<file path="config.mk">
export PLATFORM = sky130hd
export DESIGN_NAME = cycle_stat_reader
export DESIGN_NICKNAME = d
export VERILOG_FILES = /design/src/rtl/cycle_stat_pkg.sv /design/src/rtl/cycle_stat_reader_byte_serializer.sv /design/src/rtl/cycle_stat_reader.sv
export SDC_FILE = /design/constraint.sdc
export NUM_CORES = 1
export LEC_CHECK = 0
export ABC_AREA = 1
export BUFFER_PORTS_ARGS = -buffer_cell sky130_fd_sc_hd__buf_2
export CORE_MARGIN = 2
export CORE_UTILIZATION = 55
export DETAILED_ROUTE_END_ITERATION = 7
export PLACE_DENSITY = 0.79
export SLEW_MARGIN = 30
export SYNTH_ARGS = -nofsm -noshare
export SYNTH_HDL_FRONTEND = slang
export SYNTH_SLANG_ARGS = --single-unit
</file>
<file path="constraint.sdc">
create_clock -name i_clk_50m -period 2.5 [get_ports i_clk_50m]
set_input_delay 0.25 -clock i_clk_50m [delete_from_list [all_inputs] [get_ports i_clk_50m]]
set_output_delay 0.25 -clock i_clk_50m [all_outputs]
set_load 0.03 [all_outputs]
</file>
<file path="src/rtl/cycle_stat_pkg.sv">
`default_nettype none
// ============================================================================
// Module      : cycle_stat_pkg
// Description : Shared constants and FSM encoding for the opto-cycle
//               statistics read-back path.
// Revision    : 1.0 - initial release
// ============================================================================
package cycle_stat_pkg;

  // Statistics RAM geometry
  localparam int STAT_RAM_DEPTH = 64;
  localparam int ADDR_W         = 6;
  localparam int LEN_W          = 7;

  // Stream framing
  localparam int CS_BYTES       = 2;
  localparam int BYTES_PER_WORD = 4;

  // Min/max starting points so the first real sample always wins
  localparam logic [31:0] MIN_INIT = 32'hFFFF_FFFF;
  localparam logic [31:0] MAX_INIT = 32'h0000_0000;

  // Reader FSM encoding
  localparam int STATE_W = 3;
  localparam logic [STATE_W-1:0] ST_IDLE      = 3'd0;
  localparam logic [STATE_W-1:0] ST_RD_REQ    = 3'd1;
  localparam logic [STATE_W-1:0] ST_RD_WAIT   = 3'd2;
  localparam logic [STATE_W-1:0] ST_SEND_WORD = 3'd3;
  localparam logic [STATE_W-1:0] ST_SEND_CS   = 3'd4;
  localparam logic [STATE_W-1:0] ST_FINISH    = 3'd5;

  // Limit a requested word count to the RAM depth
  function automatic logic [LEN_W-1:0] clamp_len(input logic [LEN_W-1:0] len,
                                                 input logic [LEN_W-1:0] max_len);
    return (len > max_len) ? max_len : len;
  endfunction

endpackage
`default_nettype wire

</file>
<file path="src/rtl/cycle_stat_reader_byte_serializer.sv">
`default_nettype none
// ============================================================================
// Module      : byte_serializer
// Description : Shifts out up to 4 bytes of a left-justified word, MSB first,
//               one per valid/ready handshake, keeping a running 16-bit sum
//               of every accepted byte.
// Revision    : 1.0 - initial release
// ============================================================================
module byte_serializer (
  input  logic        i_clk_50m,
  input  logic        i_rst_n,
  input  logic        i_load,
  input  logic [31:0] i_word,
  input  logic [2:0]  i_count,
  input  logic        i_mark_last,
  input  logic        i_sum_clr,
  input  logic        i_ready,
  output logic [7:0]  o_data,
  output logic        o_valid,
  output logic        o_last,
  output logic        o_done,
  output logic [15:0] o_sum
);

  logic [31:0] r_shift;
  logic [2:0]  r_cnt;
  logic        r_valid;
  logic        r_mark_last;
  logic [15:0] r_sum;
  logic        w_hs;

  assign w_hs    = r_valid & i_ready;
  assign o_data  = r_shift[31:24];
  assign o_valid = r_valid;
  assign o_last  = r_valid & r_mark_last & (r_cnt == 3'd1);
  assign o_done  = w_hs & (r_cnt == 3'd1);
  assign o_sum   = r_sum;

  // Load a word, then advance one byte per handshake; data holds while stalled
  always_ff @(posedge i_clk_50m or negedge i_rst_n) begin
    if (!i_rst_n) begin
      r_shift     <= 32'h0;
      r_cnt       <= 3'd0;
      r_valid     <= 1'b0;
      r_mark_last <= 1'b0;
    end else if (i_load) begin
      r_shift     <= i_word;
      r_cnt       <= i_count;
      r_valid     <= (i_count != 3'd0);
      r_mark_last <= i_mark_last;
    end else if (w_hs) begin
      r_shift <= {r_shift[23:0], 8'h00};
      r_cnt   <= r_cnt - 3'd1;
      if (r_cnt == 3'd1) begin
        r_valid <= 1'b0;
      end
    end
  end

  // Running modulo-2^16 sum of every byte that actually left the block
  always_ff @(posedge i_clk_50m or negedge i_rst_n) begin
    if (!i_rst_n) begin
      r_sum <= 16'h0;
    end else if (i_sum_clr) begin
      r_sum <= 16'h0;
    end else if (w_hs) begin
      r_sum <= r_sum + {8'h00, r_shift[31:24]};
    end
  end

endmodule
`default_nettype wire

</file>
<file path="src/rtl/cycle_stat_reader.sv">
`default_nettype none
// ============================================================================
// Module      : cycle_stat_reader
// Description : Reads the opto-cycle statistics RAM and streams it big-endian
//               with a trailing 16-bit checksum; reports min/max of the cycle
//               words (word 0, the slot count, is excluded).
// Revision    : 1.0 - initial release
// ============================================================================
module cycle_stat_reader
  import cycle_stat_pkg::*;
#(
  parameter int RAM_DEPTH = STAT_RAM_DEPTH,
  parameter int RD_LAT    = 1
) (
  input  logic              i_clk_50m,
  input  logic              i_rst_n,
  input  logic              i_start,
  input  logic [LEN_W-1:0]  i_len,
  output logic              o_busy,
  output logic              o_done,
  output logic [ADDR_W-1:0] o_ram_raddr,
  output logic              o_ram_ren,
  input  logic [31:0]       i_ram_rdata,
  output logic [7:0]        o_tx_data,
  output logic              o_tx_valid,
  input  logic              i_tx_ready,
  output logic              o_tx_last,
  output logic [31:0]       o_min,
  output logic [31:0]       o_max,
  output logic              o_stat_valid
);

  localparam int WAIT_W = (RD_LAT > 1) ? $clog2(RD_LAT) : 1;
  localparam logic [WAIT_W-1:0] C_WAIT_LAST = WAIT_W'(RD_LAT - 1);
  localparam logic [LEN_W-1:0]  C_LEN_MAX   = LEN_W'(RAM_DEPTH);

  logic [STATE_W-1:0] r_state;
  logic [STATE_W-1:0] w_state_nxt;
  logic [LEN_W-1:0]   r_len;
  logic [LEN_W-1:0]   r_idx;
  logic [WAIT_W-1:0]  r_wait;
  logic [31:0]        r_word;
  logic [31:0]        r_min;
  logic [31:0]        r_max;

  logic [LEN_W-1:0]   w_len_clamped;
  logic               w_start_ok;
  logic               w_wait_done;
  logic               w_more_words;
  logic               w_ser_load;
  logic [31:0]        w_ser_word;
  logic [2:0]         w_ser_count;
  logic               w_ser_mark_last;
  logic               w_ser_valid;
  logic               w_ser_done;
  logic [15:0]        w_sum;

  assign w_len_clamped = clamp_len(i_len, C_LEN_MAX);
  assign w_start_ok    = (r_state == ST_IDLE) & i_start;
  assign w_wait_done   = (r_wait == C_WAIT_LAST);
  assign w_more_words  = (r_idx + 7'd1) < r_len;

  assign o_ram_raddr   = r_idx[ADDR_W-1:0];
  assign o_min         = r_min;
  assign o_max         = r_max;

  // State register
  always_ff @(posedge i_clk_50m or negedge i_rst_n) begin
    if (!i_rst_n) begin
      r_state <= ST_IDLE;
    end else begin
      r_state <= w_state_nxt;
    end
  end

  // Next-state: one RAM read per word, then the checksum tail
  always_comb begin
    w_state_nxt = r_state;
    case (r_state)
      ST_IDLE: begin
        if (i_start) begin
          w_state_nxt = (w_len_clamped == '0) ? ST_SEND_CS : ST_RD_REQ;
        end
      end
      ST_RD_REQ:  w_state_nxt = ST_RD_WAIT;
      ST_RD_WAIT: begin
        if (w_wait_done) begin
          w_state_nxt = ST_SEND_WORD;
        end
      end
      ST_SEND_WORD: begin
        if (w_ser_done) begin
          w_state_nxt = w_more_words ? ST_RD_REQ : ST_SEND_CS;
        end
      end
      ST_SEND_CS: begin
        if (w_ser_done) begin
          w_state_nxt = ST_FINISH;
        end
      end
      ST_FINISH:  w_state_nxt = ST_IDLE;
      default:    w_state_nxt = ST_IDLE;
    endcase
  end

  // Outputs and serializer control decoded from the current state
  always_comb begin
    o_busy          = (r_state != ST_IDLE) && (r_state != ST_FINISH);
    o_ram_ren       = 1'b0;
    o_done          = 1'b0;
    o_stat_valid    = 1'b0;
    w_ser_load      = 1'b0;
    w_ser_word      = 32'h0;
    w_ser_count     = 3'd0;
    w_ser_mark_last = 1'b0;
    case (r_state)
      ST_RD_REQ: o_ram_ren = 1'b1;
      ST_SEND_WORD: begin
        // Load on the first cycle here; the serializer stays valid until done
        w_ser_load  = ~w_ser_valid;
        w_ser_word  = r_word;
        w_ser_count = 3'(BYTES_PER_WORD);
      end
      ST_SEND_CS: begin
        w_ser_load      = ~w_ser_valid;
        w_ser_word      = {w_sum, 16'h0000};
        w_ser_count     = 3'(CS_BYTES);
        w_ser_mark_last = 1'b1;
      end
      ST_FINISH: begin
        o_done       = 1'b1;
        o_stat_valid = 1'b1;
      end
      default: ;
    endcase
  end

  // Request bookkeeping: length, word index, read-latency wait, captured word
  always_ff @(posedge i_clk_50m or negedge i_rst_n) begin
    if (!i_rst_n) begin
      r_len  <= '0;
      r_idx  <= '0;
      r_wait <= '0;
      r_word <= 32'h0;
    end else begin
      if (w_start_ok) begin
        r_len <= w_len_clamped;
        r_idx <= '0;
      end else if ((r_state == ST_SEND_WORD) && w_ser_done) begin
        r_idx <= r_idx + 7'd1;
      end
      if (r_state == ST_RD_REQ) begin
        r_wait <= '0;
      end else if ((r_state == ST_RD_WAIT) && !w_wait_done) begin
        r_wait <= r_wait + 1'b1;
      end
      if ((r_state == ST_RD_WAIT) && w_wait_done) begin
        r_word <= i_ram_rdata;
      end
    end
  end

  // Unsigned min/max over cycle words; word 0 holds the slot count, not a cycle
  always_ff @(posedge i_clk_50m or negedge i_rst_n) begin
    if (!i_rst_n) begin
      r_min <= MIN_INIT;
      r_max <= MAX_INIT;
    end else if (w_start_ok) begin
      r_min <= MIN_INIT;
      r_max <= MAX_INIT;
    end else if ((r_state == ST_RD_WAIT) && w_wait_done && (r_idx != '0)) begin
      if (i_ram_rdata < r_min) r_min <= i_ram_rdata;
      if (i_ram_rdata > r_max) r_max <= i_ram_rdata;
    end
  end

  byte_serializer u_ser (
    .i_clk_50m   (i_clk_50m),
    .i_rst_n     (i_rst_n),
    .i_load      (w_ser_load),
    .i_word      (w_ser_word),
    .i_count     (w_ser_count),
    .i_mark_last (w_ser_mark_last),
    .i_sum_clr   (w_start_ok),
    .i_ready     (i_tx_ready),
    .o_data      (o_tx_data),
    .o_valid     (w_ser_valid),
    .o_last      (o_tx_last),
    .o_done      (w_ser_done),
    .o_sum       (w_sum)
  );

  assign o_tx_valid = w_ser_valid;

endmodule
`default_nettype wire

</file>
==> impl_metrics.tcl <==
set metrics [dict create \
    status "finished, final reports clean" \
    hold_violations 0 \
    grt_max_degree 65 \
    final_area_um2 11100 \
    period_needed_ps 2250 \
    drc 0 \
    combPwrFrac 0.470 \
    syn_to_final_growth_pct 13.5 \
    drt-vias-per-instance 5.44 \
    cts_num_sinks 167 \
    required_ps 2870 \
    grt_use_total 0.258 \
    n_antenna_cell 0 \
    ant_nets 0 \
    layout_common_cells "308 x nand2_1, 180 x inv_1, 135 x dfrtp_1" \
    syn-num-nets 1340 \
    ir_worst_vdd_uv 631 \
    layout_commonest_cell "nand2_1" \
    dieArea_um2 18800 \
    switching_share 0.452 \
    cts.path.max_buffers 2 \
    cts.clk_slew.worst_paths_ps 60 \
    port_buffers 126 \
    cp.arrival_ps 2610 \
    synth_seq_area_share 0.433 \
    synth_edf_count 0 \
    die_w_um 137 \
    core_area_um2 17300 \
    ys_seq_elements 167 \
    synthDistinctLibCells 46 \
    rsz0062_at_grt "no" \
    die_h_um 137 \
    clkLatencyLatePin_ps 440 \
    fmax_ghz 0.445 \
    tightestPinTransition_ps 602 \
    p_int_w 0.00773 \
    period_share 0.898 \
    nets 1443 \
    p_sw_w 0.00638 \
    path_class "flop to flop" \
    cp-start-kind "flop" \
    ys.warnings.count 0 \
    p_seq_frac 0.347 \
    slew_violations 0 \
    setup_violations 0 \
    ys.flop_type "dfrtp_1" \
    gp_congestion 0.888 \
    initial_core_util 0.563 \
    synth_cells 1215 \
    avgSynthCellArea_um2 8.02 \
    vias 8471 \
    dp_hpwl_mm 16.4 \
    first_pass_iters 6 \
    drive_gt1_frac 0.165 \
    cts_root_buffer "clkbuf_16" \
    cts_buffers 17 \
    synth_area_um2 9740 \
    async_reset_ff_frac 1.00 \
    grt_pass1_wl_mm 38.2 \
    hold_path_class "primary input to flop" \
    end_kind "flop" \
    overflow 0 \
    p_leak_nw 5.90 \
    clock_skew_ps 16.0 \
    dpl_cell_area_um2 10400 \
    grt_pass1_vias 7888 \
    row_count 48 \
    cap_viol_max_count 0 \
    critPathMaxFanout 32 \
    cts_tree "yes" \
    setup_tns_ps 0 \
    route.detailed.wl_per_inst_um 14.9 \
    finalWirelength_mm 23.1 \
    power_density_nw_per_um2 1280 \
    antenna_found_initial 0 \
    pwr-share-clk 0.183 \
    ios 127 \
    htreeDepth 4 \
    max_slew_margin 0.597 \
    drt-initial-drc-count 755 \
]
==> power groups by stage <==
stage	Sequential, W	Clock, W	Combinational (W)
final	0.00489	0.00258	0.00663
after global routing	0.00503	0.00272	0.00748
after CTS	0.00487	0.00261	0.00659
after detailed placement	0.00490	0	0.00653
after global placement	0.00485	0	0.00635
after floorplan	0.00571	0	0.00403
==> worst max-delay path, stage by stage (launching register included) <==
cell	delay [ps]
dfrtp_1	380
inv_1	50
ha_1	290
nand2_1	80
nor2_1	150
nand4_1	110
nor2_1	290
a21boi_4	100
nand2_2	470
nand3_1	130
nand2_1	100
==> synthesized netlist by cell type, types with 15 or more instances <==
library cell,number,area (um^2)
nor2_1,42,158
nand2_1,308,1160
nand3_1,121,606
a21oi_1,46,230
dfrtp_1,135,3380
buf_4,15,113
o21ai_0,87,435
clkbuf_1,18,67.6
buf_2,19,95.1
inv_1,180,676
ha_1,81,1010
dfstp_2,32,841
==> cells by family after synthesis <==
family          count (synthesis)  share of synthesized area
xor+xnor                       12                     0.0108
flops                         167                      0.433
buf+inv                       250                      0.110
simple gates                  505                      0.221
fa+ha+maj                      82                      0.106
compound gates                199                      0.118
==> worst paths after layout <==
path	startpoint	to	slack, ps	cells after the start
worst max register to register	o_max[7]	o_max[7]	250	10
min in group asynchronous	i_rst_n	o_max[6]	360	2
worst min-delay path	i_len[4]	r_len[4]	60	3
worst max-delay path	o_max[7]	o_max[7]	250	10
max in group asynchronous	i_rst_n	o_min[31]	1390	3
worst min register to register	r_word[16]	r_word[16]	490	2
==> state kept, by name (all words and copies together) (netlist names), 3 cells and up <==
signal and flops:
r_len 7, u_ser.o_sum 16, o_max 32, u_ser.r_cnt 3
o_min 32, r_word 32, r_state 3, u_ser.r_shift 32
r_idx 7
==> metal layers <==
| metal | global-route usage | wire length, um | part of all wire |
|---|---|---|---|
| met1 | 0.368 | 10600 | 0.46 |
| met2 | 0.386 | 10400 | 0.45 |
| met3 | 0.0604 | 1560 | 0.067 |
| met4 | 0.0893 | 580 | 0.025 |
| met5 | 0 | 0 | 0 |
==> layout make-up <==
class | count | area, um^2
flip-flops and latches | 167 | 4220
multi-input cells | 798 | 4460
fillers | 1443 | 6240
inverters | 185 | 694
well taps | 225 | 282
clock buffers | 24 | 462
clock inverters | 8 | 105
repair buffers | 149 | 837
==> repair_timing <==
item	4_1_cts	5_1_grt
gates resized for setup	0	1
hold buffers	1	0
endpoints found under the setup margin	0	3
endpoints found under the hold margin	54	0
buffers inserted	0	5
==> through the flow <==
stage,power [W],instances,util,worst slack (ps),hold WS [ps]
2_1_floorplan,0.00974,1215,-,437,-45.6
3_3_place_gp,0.0112,1518,0.604,327,274
3_5_place_dp,0.0114,1518,0.604,253,275
4_1_cts,0.0141,1551,0.637,221,52.3
5_1_grt,0.0152,1556,0.639,23.6,61.6
6_report,0.0141,1556,0.639,254,58.3
(Power assumes the default switching activity.)
